### config.mk
export PLATFORM = sky130hd
export DESIGN_NAME = seg7_scan_mux
export DESIGN_NICKNAME = d
export VERILOG_FILES = /design/src/rtl/seg7_pkg.sv /design/src/rtl/seg7_slot_timer.sv /design/src/rtl/seg7_scan_mux.sv
export SDC_FILE = /design/constraint.sdc
export NUM_CORES = 1
export LEC_CHECK = 0
export BUFFER_PORTS_ARGS = -buffer_cell sky130_fd_sc_hd__buf_2
export CORE_MARGIN = 2
export CORE_UTILIZATION = 40
export CTS_CLUSTER_DIAMETER = 100
export CTS_CLUSTER_SIZE = 24
export DETAILED_ROUTE_END_ITERATION = 10
export PLACE_DENSITY = 0.57
export SLEW_MARGIN = 10
export SYNTH_ARGS = -nofsm -noshare
export SYNTH_HDL_FRONTEND = slang
export SYNTH_HIERARCHICAL = 1
export SYNTH_SLANG_ARGS = --single-unit
### constraint.sdc
create_clock -name clk -period 3.83 [get_ports clk]
set_input_delay 0.9575 -clock clk [delete_from_list [all_inputs] [get_ports clk]]
set_output_delay 0.9575 -clock clk [all_outputs]
set_load 0.02 [all_outputs]
### src/rtl/seg7_pkg.sv
// Shared types and constants for the 4-digit 7-segment scanner.
package seg7_pkg;

  localparam int         NUM_DIGITS = 4;
  localparam logic [7:0] SEG_OFF    = 8'hFF;
  localparam logic [3:0] DIG_OFF    = 4'hF;

  typedef logic [7:0] seg_pat_t;

  typedef enum logic {
    BLANK = 1'b0,
    DRIVE = 1'b1
  } scan_state_t;

  // One-cold (active-low) digit select for the given slot.
  function automatic logic [3:0] slot_sel(input logic [1:0] slot);
    slot_sel = ~(4'b0001 << slot);
  endfunction

endpackage

### src/rtl/seg7_slot_timer.sv
// Slot timing for the scanner: a cycle counter that wraps every SLOT_CYCLES
// clocks and a 2-bit slot index that advances on each wrap.
module seg7_slot_timer #(
  parameter int SLOT_CYCLES  = 27_000,
  parameter int BLANK_CYCLES = 64
) (
  input  logic       clk,
  input  logic       rst,
  output logic [1:0] slot,
  output logic       in_blank,
  output logic       blank_last,
  output logic       slot_wrap,
  output logic       frame_wrap
);

  localparam int            CW             = (SLOT_CYCLES > 1) ? $clog2(SLOT_CYCLES) : 1;
  localparam logic [CW-1:0] LAST_CNT       = CW'(SLOT_CYCLES - 1);
  localparam logic [CW-1:0] BLANK_CNT      = CW'(BLANK_CYCLES);
  localparam logic [CW-1:0] BLANK_LAST_CNT = CW'(BLANK_CYCLES - 1);

  logic [CW-1:0] cnt;

  // blank_last flags the final blank cycle so the FSM can enter DRIVE in
  // step with the counter leaving the blank window.
  assign slot_wrap  = (cnt == LAST_CNT);
  assign in_blank   = (cnt < BLANK_CNT);
  assign blank_last = (cnt == BLANK_LAST_CNT);
  assign frame_wrap = slot_wrap && (slot == 2'd3);

  // Cycle counter and slot index; slot 3 wraps back to slot 0.
  always_ff @(posedge clk or posedge rst) begin
    if (rst) begin
      cnt  <= '0;
      slot <= 2'd0;
    end else if (slot_wrap) begin
      cnt  <= '0;
      slot <= slot + 2'd1;
    end else begin
      cnt  <= cnt + CW'(1);
    end
  end

endmodule

### src/rtl/seg7_scan_mux.sv
// Time-multiplexed 4-digit 7-segment scanner. Frames are double-buffered
// (shadow -> active) and only swap at the slot 3 -> slot 0 boundary; every
// slot starts with a blanking window to suppress ghosting.
module seg7_scan_mux
  import seg7_pkg::*;
#(
  parameter int CLK_HZ       = 27_000_000,
  parameter int SCAN_HZ      = 1_000,
  parameter int BLANK_CYCLES = 64
) (
  input  logic        clk,
  input  logic        rst,
  input  logic [31:0] frame_in,
  input  logic [3:0]  digit_en,
  input  logic        load,
  output logic [7:0]  seg,
  output logic [3:0]  dig,
  output logic        frame_start,
  output logic        pending
);

  localparam int SLOT_CYCLES = CLK_HZ / SCAN_HZ;

  if (BLANK_CYCLES < 1 || BLANK_CYCLES >= SLOT_CYCLES) begin : g_bad_blank
    $error("seg7_scan_mux: BLANK_CYCLES must be in 1..CLK_HZ/SCAN_HZ-1");
  end

  logic [1:0]  slot;
  logic        in_blank;
  logic        blank_last;
  logic        slot_wrap;
  logic        frame_wrap;

  scan_state_t state;
  scan_state_t state_next;

  seg_pat_t    in_pat [NUM_DIGITS];
  seg_pat_t    shadow [NUM_DIGITS];
  seg_pat_t    active [NUM_DIGITS];
  logic [3:0]  shadow_en;
  logic [3:0]  active_en;

  logic [7:0]  seg_next;
  logic [3:0]  dig_next;

  seg7_slot_timer #(
    .SLOT_CYCLES  (SLOT_CYCLES),
    .BLANK_CYCLES (BLANK_CYCLES)
  ) u_timer (
    .clk        (clk),
    .rst        (rst),
    .slot       (slot),
    .in_blank   (in_blank),
    .blank_last (blank_last),
    .slot_wrap  (slot_wrap),
    .frame_wrap (frame_wrap)
  );

  // Split the incoming frame word into per-digit patterns (digit k on [8k+7:8k]).
  always_comb begin
    for (int k = 0; k < NUM_DIGITS; k++) begin
      in_pat[k] = frame_in[8*k +: 8];
    end
  end

  // Shadow/active double buffer; a load on the promotion cycle bypasses to active.
  always_ff @(posedge clk or posedge rst) begin
    if (rst) begin
      for (int k = 0; k < NUM_DIGITS; k++) begin
        shadow[k] <= '0;
        active[k] <= '0;
      end
      shadow_en <= '0;
      active_en <= '0;
      pending   <= 1'b0;
    end else begin
      if (frame_wrap) begin
        if (load) begin
          active    <= in_pat;
          active_en <= digit_en;
        end else if (pending) begin
          active    <= shadow;
          active_en <= shadow_en;
        end
        pending <= 1'b0;
      end else if (load) begin
        pending <= 1'b1;
      end
      if (load) begin
        shadow    <= in_pat;
        shadow_en <= digit_en;
      end
    end
  end

  // FSM state register, kept in step with the slot counter.
  always_ff @(posedge clk or posedge rst) begin
    if (rst) begin
      state <= BLANK;
    end else begin
      state <= state_next;
    end
  end

  // Next state: BLANK ends with the last blank cycle, DRIVE ends on slot wrap.
  // Leaving BLANK when the counter is already past the window keeps the FSM
  // from lingering if it were ever out of step.
  always_comb begin
    state_next = state;
    unique case (state)
      BLANK:   if (blank_last || !in_blank) state_next = DRIVE;
      DRIVE:   if (slot_wrap)               state_next = BLANK;
      default: state_next = BLANK;
    endcase
  end

  // Output decode: disabled digits still consume their slot, so duty stays 1/4.
  always_comb begin
    seg_next = SEG_OFF;
    dig_next = DIG_OFF;
    if (state == DRIVE && active_en[slot]) begin
      seg_next = ~active[slot];
      dig_next = slot_sel(slot);
    end
  end

  // Registered pad drive and frame marker.
  always_ff @(posedge clk or posedge rst) begin
    if (rst) begin
      seg         <= SEG_OFF;
      dig         <= DIG_OFF;
      frame_start <= 1'b0;
    end else begin
      seg         <= seg_next;
      dig         <= dig_next;
      frame_start <= frame_wrap;
    end
  end

endmodule

## After elaboration in Yosys (flattened, before gate mapping)

Index checks and enable logic that the tools add are counted.

| operators by class | value |
|---|---|
| $add $sub $neg | 2 |
| shift-type cells | 1 |
| div/mod/pow operators | 0 |
| equality and inequality tests | 3 |
| reductions and logical operators | 7 |
| bitwise operators | 4 |
| magnitude comparators | 3 |
| multipliers | 0 |
| mux-type cells | 17 |

Operators with widths:

| operator | number |
|---|---|
| $mux W32 | 2 |
| $mux W8 | 3 |
| $bmux W8 S2 | 1 |
| $add A15 B1 Y15 const B | 1 |
| $eq A15 B15 Y1 const B | 1 |
| $eq A15 B6 Y1 const B | 1 |
| $lt A15 B7 Y1 const B | 1 |
| $mux W15 | 1 |
| $mux W4 | 3 |
| $not A8 Y8 | 1 |
| $mux W1 | 5 |
| $not A4 Y4 | 1 |
| $reduce_bool A2 Y1 | 2 |
| $shl A1 B2 Y4 const A | 1 |
| $ge A3 B3 Y1 const B | 1 |
| $lt A2 B3 Y1 const B | 1 |
| $not A2 Y3 | 1 |
| $add A2 B1 Y2 const B | 1 |
| $bmux W1 S2 | 1 |
| $eq A2 B2 Y1 const B | 1 |
| $logic_and A1 B1 Y1 | 2 |
| $pmux W1 S2 | 1 |
| $reduce_and A2 Y1 | 1 |
| $logic_not A1 Y1 | 1 |
| 2 further kinds | 2 |

| word-level totals | value |
|---|---|
| memories kept | 0 |
| latch bits | 0 |
| bits in writable memories | 0 |
| register bits after elaboration | 104 |
| bits in read-only memories | 0 |

## Depth between registers and ports, before layout

| logic depth | value |
|---|---|
| word-level depth | 6 |
| mapped depth | 8 |
| mapped depth without buffers | 6 |

## Modules after synthesis

The synthesis kept the hierarchy.

Modules (own cells, without submodules):

| module | times used | area an instance (um^2) | cells an instance |
|---|---|---|---|
| seg7_scan_mux | 1 | 3518.4 | 201 |
| seg7_slot_timer | 1 | 909.6 | 88 |

## Least setup slack after synthesis

OpenSTA, ideal clock, no wires.

| timing path | value |
|---|---|
| path type | register -> register |
| start point | reg u_timer.cnt[7] |
| end point | reg active[12] (netlist name) |
| period minus slack after synthesis | 2.406 ns |
| library setup time | 0.125 ns |
| buffers on the path | 3 |
| data required time | 3.705 ns |
| stages on the path, launching flop included | 9 |
| slack | 1.424 ns |
| arrival time | 2.282 ns |
| cell sequence | dfrtp_1 > buf_6 > or4_4 > nor4_4 > buf_6 > and2_1 > o21ai_2 > buf_4 > mux2_2 |

| on the way | value |
|---|---|
| word-level cells in the longest chain between the ends | 3 |

RTL lines:

| element | RTL line | text |
|---|---|---|
| start: declaration | seg7_slot_timer.sv:21 | `logic [CW-1:0] cnt;` |
| start signal: assignment | seg7_slot_timer.sv:39 | `cnt <= cnt + CW'(1);` |
| $eq A15 B15 Y1 | seg7_slot_timer.sv:25 | `assign slot_wrap = (cnt == LAST_CNT);` |
| via slot_wrap | seg7_scan_mux.sv:31 | `logic slot_wrap;` |
| $logic_and A1 B1 Y1 | seg7_slot_timer.sv:28 | `assign frame_wrap = slot_wrap && (slot == 2'd3);` |
| via frame_wrap | seg7_scan_mux.sv:32 | `logic frame_wrap;` |
| $reduce_and A2 Y1 (no source line) | n/a |  |
| end signal: assignment | seg7_scan_mux.sv:79 | `active <= in_pat;` |
| end signal: assignment | seg7_scan_mux.sv:82 | `active <= shadow;` |
| end: declaration | seg7_scan_mux.sv:39 | `seg_pat_t active [NUM_DIGITS];` |

The timed path passes the listed nets, and every way through them passes these cells.
A chain may end at the register's enable or synchronous reset.

## Worst setup path after layout

| timing path | value |
|---|---|
| start point | reg u_timer.cnt[7] |
| end point | reg active[16] (netlist name) |

Same word-level chain as after synthesis.

==> run_results.csv <==
group,metric,value,unit
outcome,outcome,"complete, no violations",
synthesis,synthArstFlopShare,100,%
synthesis,synth_seq_cells,104,
timing,fmax,396,MHz
clock_tree,numCtsBuffers,9,
placed_design,portBuffers,52,
detailed_routing,viasPerCell,5.02,
synthesis,synth_edf_count,0,
worst_setup_path,path_class,"reg2reg",
worst_setup_path,endpoint_kind,"flop",
worst_setup_path,critPathMaxStageDelay,0.59,ns
floorplan,die_y,109,µm
worst_setup_path,worstPathArrival,2.78,ns
grt,grt_max_degree,55,
cells_and_area,n_fill_cell,990,
floorplan,die_x,109,µm
timing,fin_hold_ws,0.458,ns
clock_tree,ctsHoldBuffers,0,
cells_and_area,n_antenna_cell,0,
cells_and_area,area.sequential,2620,µm²
worst_setup_path,crit_path_start_kind,"flop",
timing,period_needed,2.53,ns
worst_setup_path,slowest_stage,"or4_4",
worst_setup_path,ff2ff_setup_slack,1.30,ns
synthesis,synth_nets,330,
flow_run,drv_cap,0,
grt,groute.usage.overall,14.1,%
detailed_routing,wire_per_inst,15.6,µm
floorplan,num_rows,38,
clock_tree,ctsRootBufferMaster,"clkbuf_8",
placed_design,dp_hpwl,5.08,mm
clock_tree,clk_pin_slew,0.09,ns
detailed_routing,ant_nets,0,
timing,max_slew_margin,39.7,%
detailed_routing,vias,2449,
synthesis,ys_seq_area_share,59.1,%
floorplan,coreArea,10800,µm²
synthesis,netlist_area,4430,µm²
timing,slew_viol_final,0,
worst_setup_path,cp_max_fo,21,
cells_and_area,drive_above_1_share,49.4,%
detailed_routing,routed_wl,7.62,mm
synthesis,ys_warn_count,6,
worst_setup_path,cp_data_required_time,4.08,ns
detailed_routing,drc,0,
timing,rsz0062_at_grt,"false",
cells_and_area,final_common_cell,"dfrtp_1",
timing,worst_pin_slew,0.904,ns
clock_tree,tritoncts,"done",
synthesis,synth_area_leaders,"dfrtp_1 52%, mux2_2 11%, mux2_4 9.8%",
synthesis,post_synth_inst_count,289,
min_path,hp-class,"reg2reg",
synthesis,netlist-cell-type-count,42,
clock_tree,post_cts_buffers,0,
synthesis,synth-main-ff-cell,"dfrtp_1",
pwr,p_per_area,386,nW/µm²
detailed_routing,first_pass_iters,4,
grt,first_global_vias,2503,
clock_tree,clkSinkCount,104,
synthesis,synth_top_area_share,52.0,%
grt,grt_pass1_wl,12.7,mm
cells_and_area,syn_to_final_growth,12.7,%
synthesis,avgSynthCellArea,15.3,µm²
timing,finalHoldViolCount,0,
timing,setup-tns-final,0,ns
clock_tree,h-tree-depth,3,
grt,antenna_found_initial,0,
grt,overflow,0,
cells_and_area,multi_input_area,1670,µm²
timing,finalSetupViolCount,0,
detailed_routing,drt_iter0_markers,80,
pwr,finalPower,1.93,mW
placed_design,place_congestion,0.797,
pwr,power.leakage,2.34,nW
floorplan,die_area,11900,µm²
pwr,ir_worst_vdd,0.170,mV
clock_tree,cts_max_path_buffers,2,
synthesis,synth_largest_area_cell,"dfrtp_1",
cells_and_area,fin_nets,384,
clock_tree,cts_resized,0,
timing,clock_skew,0.0155,ns
floorplan,start_util,40.8,%
clock_tree,worstSkewPairLatency,0.37,ns
timing,period_share,66.0,%
worst_setup_path,cp_cell_sequence,"or4_4 -> nor4_4 -> and2_1 -> o21ai_4 -> buf_16 -> mux2_2",
cells_and_area,final_cell_mix,"92 x dfrtp_1, 52 x buf_2, 44 x mux2_2, 29 x mux2_4",
floorplan,ioPinCount,53,
worst paths after layout:
path / from / to / cells past startpoint
hold / removal: active_en[3] / dig[3] / 1
max in group asynchronous: rst / seg[5] / 3
setup / recovery: u_timer/cnt[7] / active[16] / 6
setup reg to reg: u_timer/cnt[7] / active[16] / 6
hold reg to reg: active_en[3] / dig[3] / 1
min in group asynchronous: rst / u_timer/cnt[14] / 2
sequential cells by signal, summed over array words and instances (netlist names):
register,flops
active,32
shadow,32
u_timer/cnt,15
seg,8
active_en,4
dig,4
shadow_en,4
u_timer/slot,2
frame_start,1
pending,1
state,1
worst max-delay path, delay by kind of cell (launching register included):
kind / cells / cell delay (ns)
simple gates: 3 / 1.13
compound gates: 1 / 0.27
mux: 1 / 0.27
buf+inv: 1 / 0.24
flops: 1 / 0.48
report_power, final:
| group | internal, mW | switching, mW | leakage (nW) |
|---|---|---|---|
| Sequential | 1.14 | 0.00966 | 1.31 |
| Combinational | 0.0690 | 0.0586 | 0.932 |
| Clock | 0.264 | 0.390 | 0.0994 |
| Total | 1.47 | 0.458 | 2.34 |
kinds of logic after synthesis:
group                    after synthesis  synth area share (%)
AND/OR/NAND/NOR                       58                  7.46
buffers and inverters                 19                  3.28
AO/OA/AOI/OAI                         15                  2.29
flip-flops                           104                  59.1
multiplexers                          83                  25.5
XOR/XNOR                               8                  1.75
adder cells (fa/ha/maj)                2                 0.565
cell type report:
class / instances / area share, %
Clock buffer: 10 / 2.76
Clock inverter: 6 / 0.953
Inverter: 5 / 0.401
Multi-Input combinational cell: 166 / 33.5
Sequential cell: 104 / 52.5
Tap cell: 140 / 3.51
Timing Repair Buffer: 57 / 6.37
synthesized netlist by cell type, types with 2 or more instances:
| master | count |
|---|---|
| dfrtp_1 | 92 |
| mux2_2 | 44 |
| mux2_4 | 29 |
| dfstp_2 | 12 |
| nand2_1 | 12 |
| nand3_1 | 9 |
| mux4_2 | 8 |
| nor2_1 | 8 |
| buf_6 | 6 |
| inv_1 | 5 |
| nand4_1 | 5 |
| or3_1 | 5 |
| xor2_1 | 5 |
| a21oi_1 | 4 |
| nor3_1 | 4 |
| clkbuf_1 | 3 |
| nor4_1 | 3 |
| o21ai_0 | 3 |
| a31oi_1 | 2 |
| and4_1 | 2 |
| buf_2 | 2 |
| buf_8 | 2 |
| ha_1 | 2 |
| mux2i_1 | 2 |
| or4_1 | 2 |
| xnor2_1 | 2 |
stage by stage:
| step | setup slack (ns) | std cells | util (%) | instance area, µm² |
|---|---|---|---|---|
| 2_1_floorplan | 0.642 | 289 | - | 4430 |
| 3_5_place_dp | 1.23 | 471 | 44.1 | 4780 |
| 6_report | 1.30 | 488 | 46.0 | 4990 |
| 4_1_cts | 1.32 | 487 | 45.8 | 4960 |
| 5_1_grt | 1.17 | 488 | 46.0 | 4990 |
| 3_3_place_gp | 1.28 | 471 | 44.1 | 4780 |
per-layer routing:
metal  vias up  wire, µm  part of all wire (%)  track usage, %
met5         -         0                     0               0
met4         0       146                   1.9            6.24
met3        11       269                   3.5            2.87
met2        49      3560                    47            21.8
met1      1244      3640                    48            19.4
li1       1145         -                     -               -
Power figures use the tool's default switching activity.
